$ cat src/rtl/led_scan_display_n.sv
// Multiplexed 7-segment scan driver for NUM_DIGITS common-anode digits with frame-synchronous
// image update, PWM brightness, dead time, per-digit blink and leading-zero blanking.
module led_scan_display_n #(
   parameter int NUM_DIGITS     = 6,
   parameter int SCAN_DIV       = 25000,
   parameter int DEAD_CYCLES    = 64,
   parameter int BLINK_FRAMES   = 64,
   parameter bit SEL_ACTIVE_LOW = 1'b1
) (
   input  logic                    clk,
   input  logic                    rst,
   input  logic                    upd_valid,
   output logic                    upd_ready,
   input  logic [4*NUM_DIGITS-1:0] upd_digits,
   input  logic [NUM_DIGITS-1:0]   upd_dp,
   input  logic [NUM_DIGITS-1:0]   upd_blink,
   input  logic                    upd_lzb,
   input  logic [3:0]              brightness,
   output logic [NUM_DIGITS-1:0]   SEL,
   output logic [7:0]              DIG,
   output logic                    frame_start
);

   localparam int CNT_W = $clog2(SCAN_DIV);
   localparam int IDX_W = $clog2(NUM_DIGITS);
   localparam int BLK_W = (BLINK_FRAMES > 1) ? $clog2(BLINK_FRAMES) : 1;

   localparam logic [CNT_W-1:0]      CNT_LAST = CNT_W'(SCAN_DIV - 1);
   localparam logic [CNT_W-1:0]      CNT_ZERO = CNT_W'(1'b0);
   localparam logic [IDX_W-1:0]      IDX_LAST = IDX_W'(NUM_DIGITS - 1);
   localparam logic [IDX_W-1:0]      IDX_ZERO = IDX_W'(1'b0);
   localparam logic [BLK_W-1:0]      BLK_LAST = BLK_W'(BLINK_FRAMES - 1);
   localparam logic [BLK_W-1:0]      BLK_ZERO = BLK_W'(1'b0);
   localparam logic [31:0]           ON_SPAN  = 32'(SCAN_DIV - DEAD_CYCLES);
   localparam logic [31:0]           DEAD_W   = 32'(DEAD_CYCLES);
   localparam logic [NUM_DIGITS-1:0] SEL_IDLE = SEL_ACTIVE_LOW ? {NUM_DIGITS{1'b1}} : {NUM_DIGITS{1'b0}};
   localparam logic [NUM_DIGITS-1:0] ONE_HOT0 = NUM_DIGITS'(1'b1);

   function automatic logic [7:0] seg_decode(input logic [3:0] nib, input logic dp);
      logic [7:0] seg;
      case (nib)
         4'h0:    seg = 8'hC0;
         4'h1:    seg = 8'hF9;
         4'h2:    seg = 8'hA4;
         4'h3:    seg = 8'hB0;
         4'h4:    seg = 8'h99;
         4'h5:    seg = 8'h92;
         4'h6:    seg = 8'h82;
         4'h7:    seg = 8'hF8;
         4'h8:    seg = 8'h80;
         4'h9:    seg = 8'h90;
         4'hA:    seg = 8'h88;
         4'hB:    seg = 8'h83;
         4'hC:    seg = 8'hC6;
         4'hD:    seg = 8'hA1;
         4'hE:    seg = 8'h86;
         4'hF:    seg = 8'h8E;
         default: seg = 8'hFF;
      endcase
      seg[7] = ~dp;
      return seg;
   endfunction

   logic [CNT_W-1:0]        cnt_r;
   logic [IDX_W-1:0]        idx_r;
   logic [31:0]             on_len_r;
   logic [BLK_W-1:0]        blk_cnt_r;
   logic                    phase_r;
   logic                    rdy_r;
   logic [4*NUM_DIGITS-1:0] pend_dig_r, act_dig_r;
   logic [NUM_DIGITS-1:0]   pend_dp_r, act_dp_r, pend_blink_r, act_blink_r;
   logic                    pend_lzb_r, act_lzb_r;
   logic [NUM_DIGITS-1:0]   sel_r;
   logic [7:0]              dig_r;
   logic                    fs_r;

   logic                    slot_end_s, boundary_s, accept_s, on_s, blank_s, zrun_s;
   logic [31:0]             on_new_s, on_len_s, cnt32_s;
   logic [NUM_DIGITS-1:0]   lz_s, sel_n_s;
   logic [7:0]              dig_n_s;
   logic [3:0]              nib_s;

   // Slot/frame timing, on-window length for the current slot, handshake decision
   always_comb begin
      slot_end_s = (cnt_r == CNT_LAST);
      boundary_s = slot_end_s && (idx_r == IDX_LAST);
      accept_s   = upd_valid && rdy_r;
      on_new_s   = (ON_SPAN * (32'd1 + 32'(brightness))) >> 4;
      cnt32_s    = 32'(cnt_r);
      if (cnt_r == CNT_ZERO) begin
         on_len_s = on_new_s;
      end else begin
         on_len_s = on_len_r;
      end
      on_s = (cnt32_s >= DEAD_W) && (cnt32_s < (DEAD_W + on_len_s));
   end

   // Leading-zero mask: digit i blanks when it and every digit above it are zero
   always_comb begin
      lz_s   = {NUM_DIGITS{1'b0}};
      zrun_s = act_lzb_r;
      for (int i = NUM_DIGITS - 1; i > 0; i--) begin
         zrun_s  = zrun_s && (act_dig_r[4*i +: 4] == 4'h0);
         lz_s[i] = zrun_s;
      end
   end

   // Next SEL/DIG/frame_start values from the current scan position and active image
   always_comb begin
      nib_s   = act_dig_r[4*idx_r +: 4];
      blank_s = (act_blink_r[idx_r] && !phase_r) || lz_s[idx_r];
      if (on_s) begin
         sel_n_s = SEL_ACTIVE_LOW ? ~(ONE_HOT0 << idx_r) : (ONE_HOT0 << idx_r);
         if (blank_s) begin
            dig_n_s = 8'hFF;
         end else begin
            dig_n_s = seg_decode(nib_s, act_dp_r[idx_r]);
         end
      end else begin
         sel_n_s = SEL_IDLE;
         dig_n_s = 8'hFF;
      end
   end

   // Scan counters; brightness is frozen for the slot at its first cycle
   always_ff @(posedge clk) begin
      if (rst) begin
         cnt_r    <= CNT_ZERO;
         idx_r    <= IDX_ZERO;
         on_len_r <= 32'd0;
      end else begin
         if (cnt_r == CNT_ZERO) begin
            on_len_r <= on_new_s;
         end
         if (slot_end_s) begin
            cnt_r <= CNT_ZERO;
            idx_r <= (idx_r == IDX_LAST) ? IDX_ZERO : (idx_r + IDX_W'(1'b1));
         end else begin
            cnt_r <= cnt_r + CNT_W'(1'b1);
         end
      end
   end

   // Shadow image: capture on handshake, promote to active only at the frame boundary
   always_ff @(posedge clk) begin
      if (rst) begin
         rdy_r        <= 1'b1;
         pend_dig_r   <= {(4*NUM_DIGITS){1'b0}};
         pend_dp_r    <= {NUM_DIGITS{1'b0}};
         pend_blink_r <= {NUM_DIGITS{1'b0}};
         pend_lzb_r   <= 1'b0;
         act_dig_r    <= {(4*NUM_DIGITS){1'b0}};
         act_dp_r     <= {NUM_DIGITS{1'b0}};
         act_blink_r  <= {NUM_DIGITS{1'b0}};
         act_lzb_r    <= 1'b0;
      end else begin
         if (boundary_s && !rdy_r) begin
            act_dig_r   <= pend_dig_r;
            act_dp_r    <= pend_dp_r;
            act_blink_r <= pend_blink_r;
            act_lzb_r   <= pend_lzb_r;
         end
         if (accept_s) begin
            pend_dig_r   <= upd_digits;
            pend_dp_r    <= upd_dp;
            pend_blink_r <= upd_blink;
            pend_lzb_r   <= upd_lzb;
            rdy_r        <= 1'b0;
         end else if (boundary_s) begin
            rdy_r <= 1'b1;
         end
      end
   end

   // Blink phase toggles every BLINK_FRAMES frame boundaries
   always_ff @(posedge clk) begin
      if (rst) begin
         blk_cnt_r <= BLK_ZERO;
         phase_r   <= 1'b1;
      end else if (boundary_s) begin
         if (blk_cnt_r == BLK_LAST) begin
            blk_cnt_r <= BLK_ZERO;
            phase_r   <= ~phase_r;
         end else begin
            blk_cnt_r <= blk_cnt_r + BLK_W'(1'b1);
         end
      end
   end

   // Output registers
   always_ff @(posedge clk) begin
      if (rst) begin
         sel_r <= SEL_IDLE;
         dig_r <= 8'hFF;
         fs_r  <= 1'b0;
      end else begin
         sel_r <= sel_n_s;
         dig_r <= dig_n_s;
         fs_r  <= (cnt_r == CNT_ZERO) && (idx_r == IDX_ZERO);
      end
   end

   assign SEL         = sel_r;
   assign DIG         = dig_r;
   assign frame_start = fs_r;
   assign upd_ready   = rdy_r;

endmodule
$ cat config.mk
export PLATFORM = sky130hd
export DESIGN_NAME = led_scan_display_n
export DESIGN_NICKNAME = d
export VERILOG_FILES = /design/src/rtl/led_scan_display_n.sv
export SDC_FILE = /design/constraint.sdc
export NUM_CORES = 1
export LEC_CHECK = 0
export BUFFER_PORTS_ARGS = -buffer_cell sky130_fd_sc_hd__clkbuf_2
export CORE_MARGIN = 3
export CORE_UTILIZATION = 55
export CTS_CLUSTER_SIZE = 12
export DETAILED_ROUTE_END_ITERATION = 12
export GPL_TIMING_DRIVEN = 0
export PLACE_DENSITY_LB_ADDON = 0.05
export SLEW_MARGIN = 20
export SYNTH_ARGS = -nofsm -noshare
export SYNTH_HDL_FRONTEND = slang
export SYNTH_SLANG_ARGS = --single-unit
$ cat constraint.sdc
create_clock -name clk -period 6.7 [get_ports clk]
set_clock_uncertainty 0.1 [all_clocks]
set_input_delay 1.005 -clock clk [delete_from_list [all_inputs] [get_ports clk]]
set_output_delay 1.005 -clock clk [all_outputs]
set_load 0.01 [all_outputs]
=== Word level (Yosys, flattened, before mapping) ===
Memories as Yosys holds them, arrays and structs flattened. A register that Yosys moved wholly into a read port is not among the register bits.
Cells that the tools add are included.

* Logic and storage cells: 73
* Output and inout port bits: 16
* Memories kept: 1
* Register bits: 147
* Bits in read-only memories: 112
* Bits of input ports: 44

{| class="wikitable"
|+ Memories
! name !! depth !! bits a word !! rd ports !! clocked after Yosys merged registers in !! wr ports !! RTL line !! RTL
|-
| (no name shown) || 16 || 7 || 1 || 1 || 0 || 41 || <nowiki>case (nib)</nowiki>
|}

* Multipliers: 1
* Reductions and logical operators: 26
* Bitwise logic cells: 4
* Shift operators: 2
* Add/subtract/negate cells: 5
* Equal/unequal tests: 3
* Magnitude comparators: 3
* Muxes and demuxes: 11

{| class="wikitable"
|+ Operators with widths
! cell !! number
|-
| 7-bit by 32-bit adder with 32-bit output, first input constant || 1
|-
| 15-bit by 32-bit < comparator with 1-bit output || 1
|-
| 32-bit two-way mux || 1
|-
| 24-bit by 6-bit indexed part select with 4-bit output || 1
|-
| 4-bit zero test || 5
|-
| 12-bit by 5-bit multiplier with 17-bit output, first input constant || 1
|-
| 15-bit by 1-bit adder with 15-bit output, second input constant || 1
|-
| 15-bit == test, second input constant || 1
|-
| 15-bit by 7-bit >= comparator with 1-bit output, second input constant || 1
|-
| 15-bit zero test || 1
|-
| 1-bit logical AND || 11
|-
| 1-bit binary-select mux with 3-bit select || 3
|-
| 6-bit by 1-bit adder with 6-bit output, second input constant || 1
|-
| 6-bit == test, second input constant || 1
|-
| 6-bit two-way mux || 1
|-
| 6-bit NOT || 1
|-
| 1-bit by 3-bit left shift with 6-bit output, first input constant || 1
|-
| 1-bit by 4-bit adder with 5-bit output, first input constant || 1
|-
| 1-bit two-way mux || 5
|-
| 3-bit by 4-bit < comparator with 1-bit output, second input constant || 1
|-
| 2-bit OR reduction || 2
|-
| 3-bit by 1-bit adder with 3-bit output, second input constant || 1
|-
| 3-bit == test, second input constant || 1
|-
| 3-bit zero test || 1
|-
| other kinds (7) || 10
|}

=== Logic depth before layout (Yosys ltp) ===
* Word-level depth: 10
* Mapped depth: 33
* Depth with buffers taken out: 32

=== Worst setup path before layout ===
OpenSTA, ideal clock, no wires.

* Path type: input port to flip-flop
* Start point: input port brightness[0]
* End point: register dig_r[2] (netlist: DIG[2])
* Arrival time: 6.327 ns
* Setup time: 0.128 ns
* Stages on the path: 31
* Path slack: 0.145 ns
* Required time: 6.472 ns
* Buffers on the path: 1
* Cells stage by stage: nand3_1 -> xnor2_1 -> ha_1 -> ha_1 -> inv_1 -> fa_1 -> inv_1 -> ha_1 -> o211ai_1 -> o21ai_1 -> xor2_1 -> nand2_1 -> nand2_1 -> ha_1 -> nand2b_1 -> a211o_1 -> mux2i_1 -> or3_1 -> nand2b_1 -> o211ai_1 -> nand2_1 -> ha_1 -> a2111oi_0 -> nand4_1 -> o211ai_1 -> a2111oi_0 -> o31a_1 -> o31a_1 -> o2111ai_2 -> buf_6 -> nand4b_2

* Longest elaborated chain between the ends: 8

{| class="wikitable"
|+ Ends and longest elaborated chain
! what !! RTL line !! RTL
|-
| from (decl) || 18 || <nowiki>input logic [3:0] brightness,</nowiki>
|-
| 1-bit by 4-bit adder with 5-bit output || 88 || <nowiki>on_new_s = (ON_SPAN * (32'd1 + 32'(brightness))) >> 4;</nowiki>
|-
| 12-bit by 5-bit multiplier with 17-bit output || 88 ||
|-
| 32-bit two-way mux || n/a ||
|-
| via on_len_s[7] || 78 || <nowiki>logic [31:0] on_new_s, on_len_s, cnt32_s;</nowiki>
|-
| 7-bit by 32-bit adder with 32-bit output || 95 || <nowiki>on_s = (cnt32_s >= DEAD_W) && (cnt32_s < (DEAD_W + on_len_s));</nowiki>
|-
| 15-bit by 32-bit < comparator with 1-bit output || 95 ||
|-
| 1-bit logical AND || 95 ||
|-
| 1-bit NOT (no source line) || n/a ||
|-
| 3-bit OR reduction (no source line) || n/a ||
|-
| to (decl) || 74 || <nowiki>logic [7:0] dig_r;</nowiki>
|}

The timed path passes the listed nets, and every way through them passes these cells.
A chain may end at the register's enable or synchronous reset.

=== Worst setup path after layout ===
Same ends and word-level chain as after synthesis.

==> qor.txt <==
outcome = complete, but fails checks
failing checks = setup timing
hold_sp = act_blink_r[0]
clk slew on worst S/H paths = 0.06 ns
gr ovfl total = 0
CP startpoint kind = input pin
Synth async-reset ratio = 0%
row cnt = 43
Clock Path Buffers = 2
final worst slack = -0.0502 ns
Worst Reg2Reg Path Length in Cells = 27
pin count of the biggest net entering global routing = 17
CTS tree = done
clk sinks = 147
FF-to-FF End = DIG[2]
sequential area share after synthesis = 37.4%
worst-margin pin slew = 0.816 ns
count leader, synth = nand2_1
Max VDD drop = 0.183 mV
synth-to-layout area growth = 25.2%
required time of the critical path = 6.96 ns
Vias = 7,376
synth cell count leaders = nand2_1 (204), dfxtp_1 (147), a21oi_1 (109)
CP endpoint kind = register
Core Util, Final = 70.6%
fillcell total = 1,132
Port Buffers = 59
crit-path max cell delay = 0.49 ns
post-synthesis net count = 1,057
Final ANT Viol Nets = 0
Nets = 1,186
Netlist Area Pre-Place = 0.00786 mm²
Max Cap Viol = 0
Syn Inst Count = 954
RSZ-0062 raised after global routing = yes
total CTS buffers = 17
WS Path Type = input pin to register
post-synthesis cell type count = 70
Slew Limit Fails = 0
post-synth top area cell = dfxtp_1
Routed WL = 21,500 µm
Synth Register Bits = 147
die width = 126 µm
H-tree Lvls = 4
first-pass GRT wire length = 34,300 µm
diode count = 0
dpl hpwl = 14,300 µm
top cell type's share of synthesized area = 37.4%
Setup Slack @ Placement = -1.12 ns
share of layout cells above drive strength 1 = 20.9%
Max Clk Rate = 148 MHz
critical path depth = 33
fin crit share = 101%
Post-synth top flop = dfxtp_1
most used cell, CP = ha_4
Synth area leaders = dfxtp_1 (37%), nand2_1 (9.7%), ha_1 (8.9%), a21oi_1 (6.9%), nor2_1 (3.4%)
vias per inst = 5.78
initial antenna violation count = 0
boundary pin count = 60
Initial Util = 56.4%
WL per Instance = 16.8 µm
CTS Root Cell = clkbuf_16
worst hold path class = register to register
final hold vios = 0
Worst EP arrival = 7.01 ns
final setup fails = 11
CP max FO = 6
Period minus WS final = 6.75 ns
Bufs and invs on worst path = 4
r2r setup slk = 0.59 ns
Hold EP = act_blink_r[0]
syn_area_per_cell = 8.24 µm²
core area = 0.0139 mm²
CP max-delay cell = fa_1
Placer Congestion = 0.896
Rel. slew slack = 45.1%
Reg-to-Reg Start = cnt_r[0]
die area = 0.0158 mm²
GRT Overall Usage = 26.4%
Hold Path Depth = 2
EDFF count, synth = 0
clock latency on the worst-skew pair = 0.43 ns
DRC Markers = 0
vias in the first global route = 7,032
DRT Pass-1 Iters = 7
P_leak = 3.82 nW
Starting DRT DRC Count = 584
Synth Warn # = 0
die height = 126 µm
CP top delay family = adder cells
PwrDens = 260 mW/mm²
logic make-up after synthesis:
| family | after synthesis | share of synthesized area [%] |
|---|---|---|
| and+or+nand+nor | 423 | 25.5 |
| buffers and inverters | 69 | 3.60 |
| AOI/OAI and AO/OA | 190 | 15.0 |
| muxes | 25 | 4.19 |
| xor gates and xnor gates | 41 | 4.57 |
| adders and majority gates | 59 | 9.68 |
| DFF | 147 | 37.4 |
sequential cells by signal, summed over array words and instances, names as in the netlist, 3 cells and up:
name,count
blk_cnt_r,6
cnt_r,15
idx_r,3
SEL,6
pend_dp_r,6
on_len_r,32
DIG,8
act_dig_r,24
pend_dig_r,24
act_blink_r,6
act_dp_r,6
pend_blink_r,6
stage by stage:
step	hold WS [ns]	instances	power (mW)	cell area, µm²	setup TNS (ns)
final	0.349	1276	2.56	9840	-0.350
after global routing	0.372	1276	2.67	9840	-2.72
after detailed placement	0.345	1193	1.33	8380	-14.71
after CTS	0.352	1264	2.45	9480	0
after global placement	0.339	1193	1.32	8380	-15.63
after floorplan	0.327	954	1.23	7860	0
metal layers:
layer	vias up	share of wire [%]	track usage, %	wire (µm)
met5	-	0	0	0
met4	0	3.0	9.44	651
met3	54	5.3	5.64	1130
met2	240	50	44.3	10600
met1	3471	42	33.7	9030
li1	3611	-	-	-
cell type report:
class | instances | area [µm²] | area share [%]
clock buffers | 19 | 453 | 4.60
multi-input cells | 738 | 5030 | 51.1
clock inverters | 13 | 171 | 1.74
flip-flops and latches | 147 | 2940 | 29.9
inverters | 25 | 97.6 | 0.992
well taps | 180 | 225 | 2.29
repair buffers | 110 | 732 | 7.44
plain buffers | 44 | 189 | 1.92
timing repair:
item,in CTS,in global routing
hold buffers,0,0
cloned,1,0
setup endpoints to repair,14,15
resized for setup,36,55
pin swaps,15,27
buffers inserted,38,12
tightest hold or removal path, stage by stage (launching register included):
cell and delay, ns:
dfxtp_1 0.31, nand2_1 0.05, a21oi_1 0.05
cell usage in the layout, fill, tap and decap left out, types with 6 or more instances in the layout:
cell	instances
buf_1	10
clkbuf_16	17
mux2i_1	15
xnor2_1	15
buf_6	7
or3_1	8
nand2b_1	7
nand3_1	17
ha_1	41
nor2_1	69
and2_1	20
o211ai_1	11
nor4_1	13
clkbuf_2	56
mux4_2	6
nor2b_1	6
o21ai_0	14
ha_4	15
nor3_1	14
buf_4	47
nand2_2	8
nand4_1	17
nand2_1	196
dfxtp_1	147
and3_1	9
inv_1	21
clkbuf_1	27
a21oi_1	105
xor2_1	23
power by group:
part | switching [mW] | internal [mW] | total, mW
Combinational | 0.337 | 0.303 | 0.640
Sequential | 0.0176 | 0.906 | 0.924
Clock | 0.383 | 0.610 | 0.993
Total | 0.738 | 1.82 | 2.56
how the worst max path moves through the flow:
stage	from	to	slack [ns]
4_1_cts	brightness[0]	DIG[2]	0.00008
3_5_place_dp	brightness[0]	DIG[2]	-1.12
6_report	brightness[0]	DIG[2]	-0.05
3_3_place_gp	brightness[0]	DIG[2]	-1.19
5_1_grt	brightness[0]	DIG[2]	-0.23
2_1_floorplan	brightness[0]	DIG[2]	0.15
No activity file was read; power rests on OpenSTA's default activity.
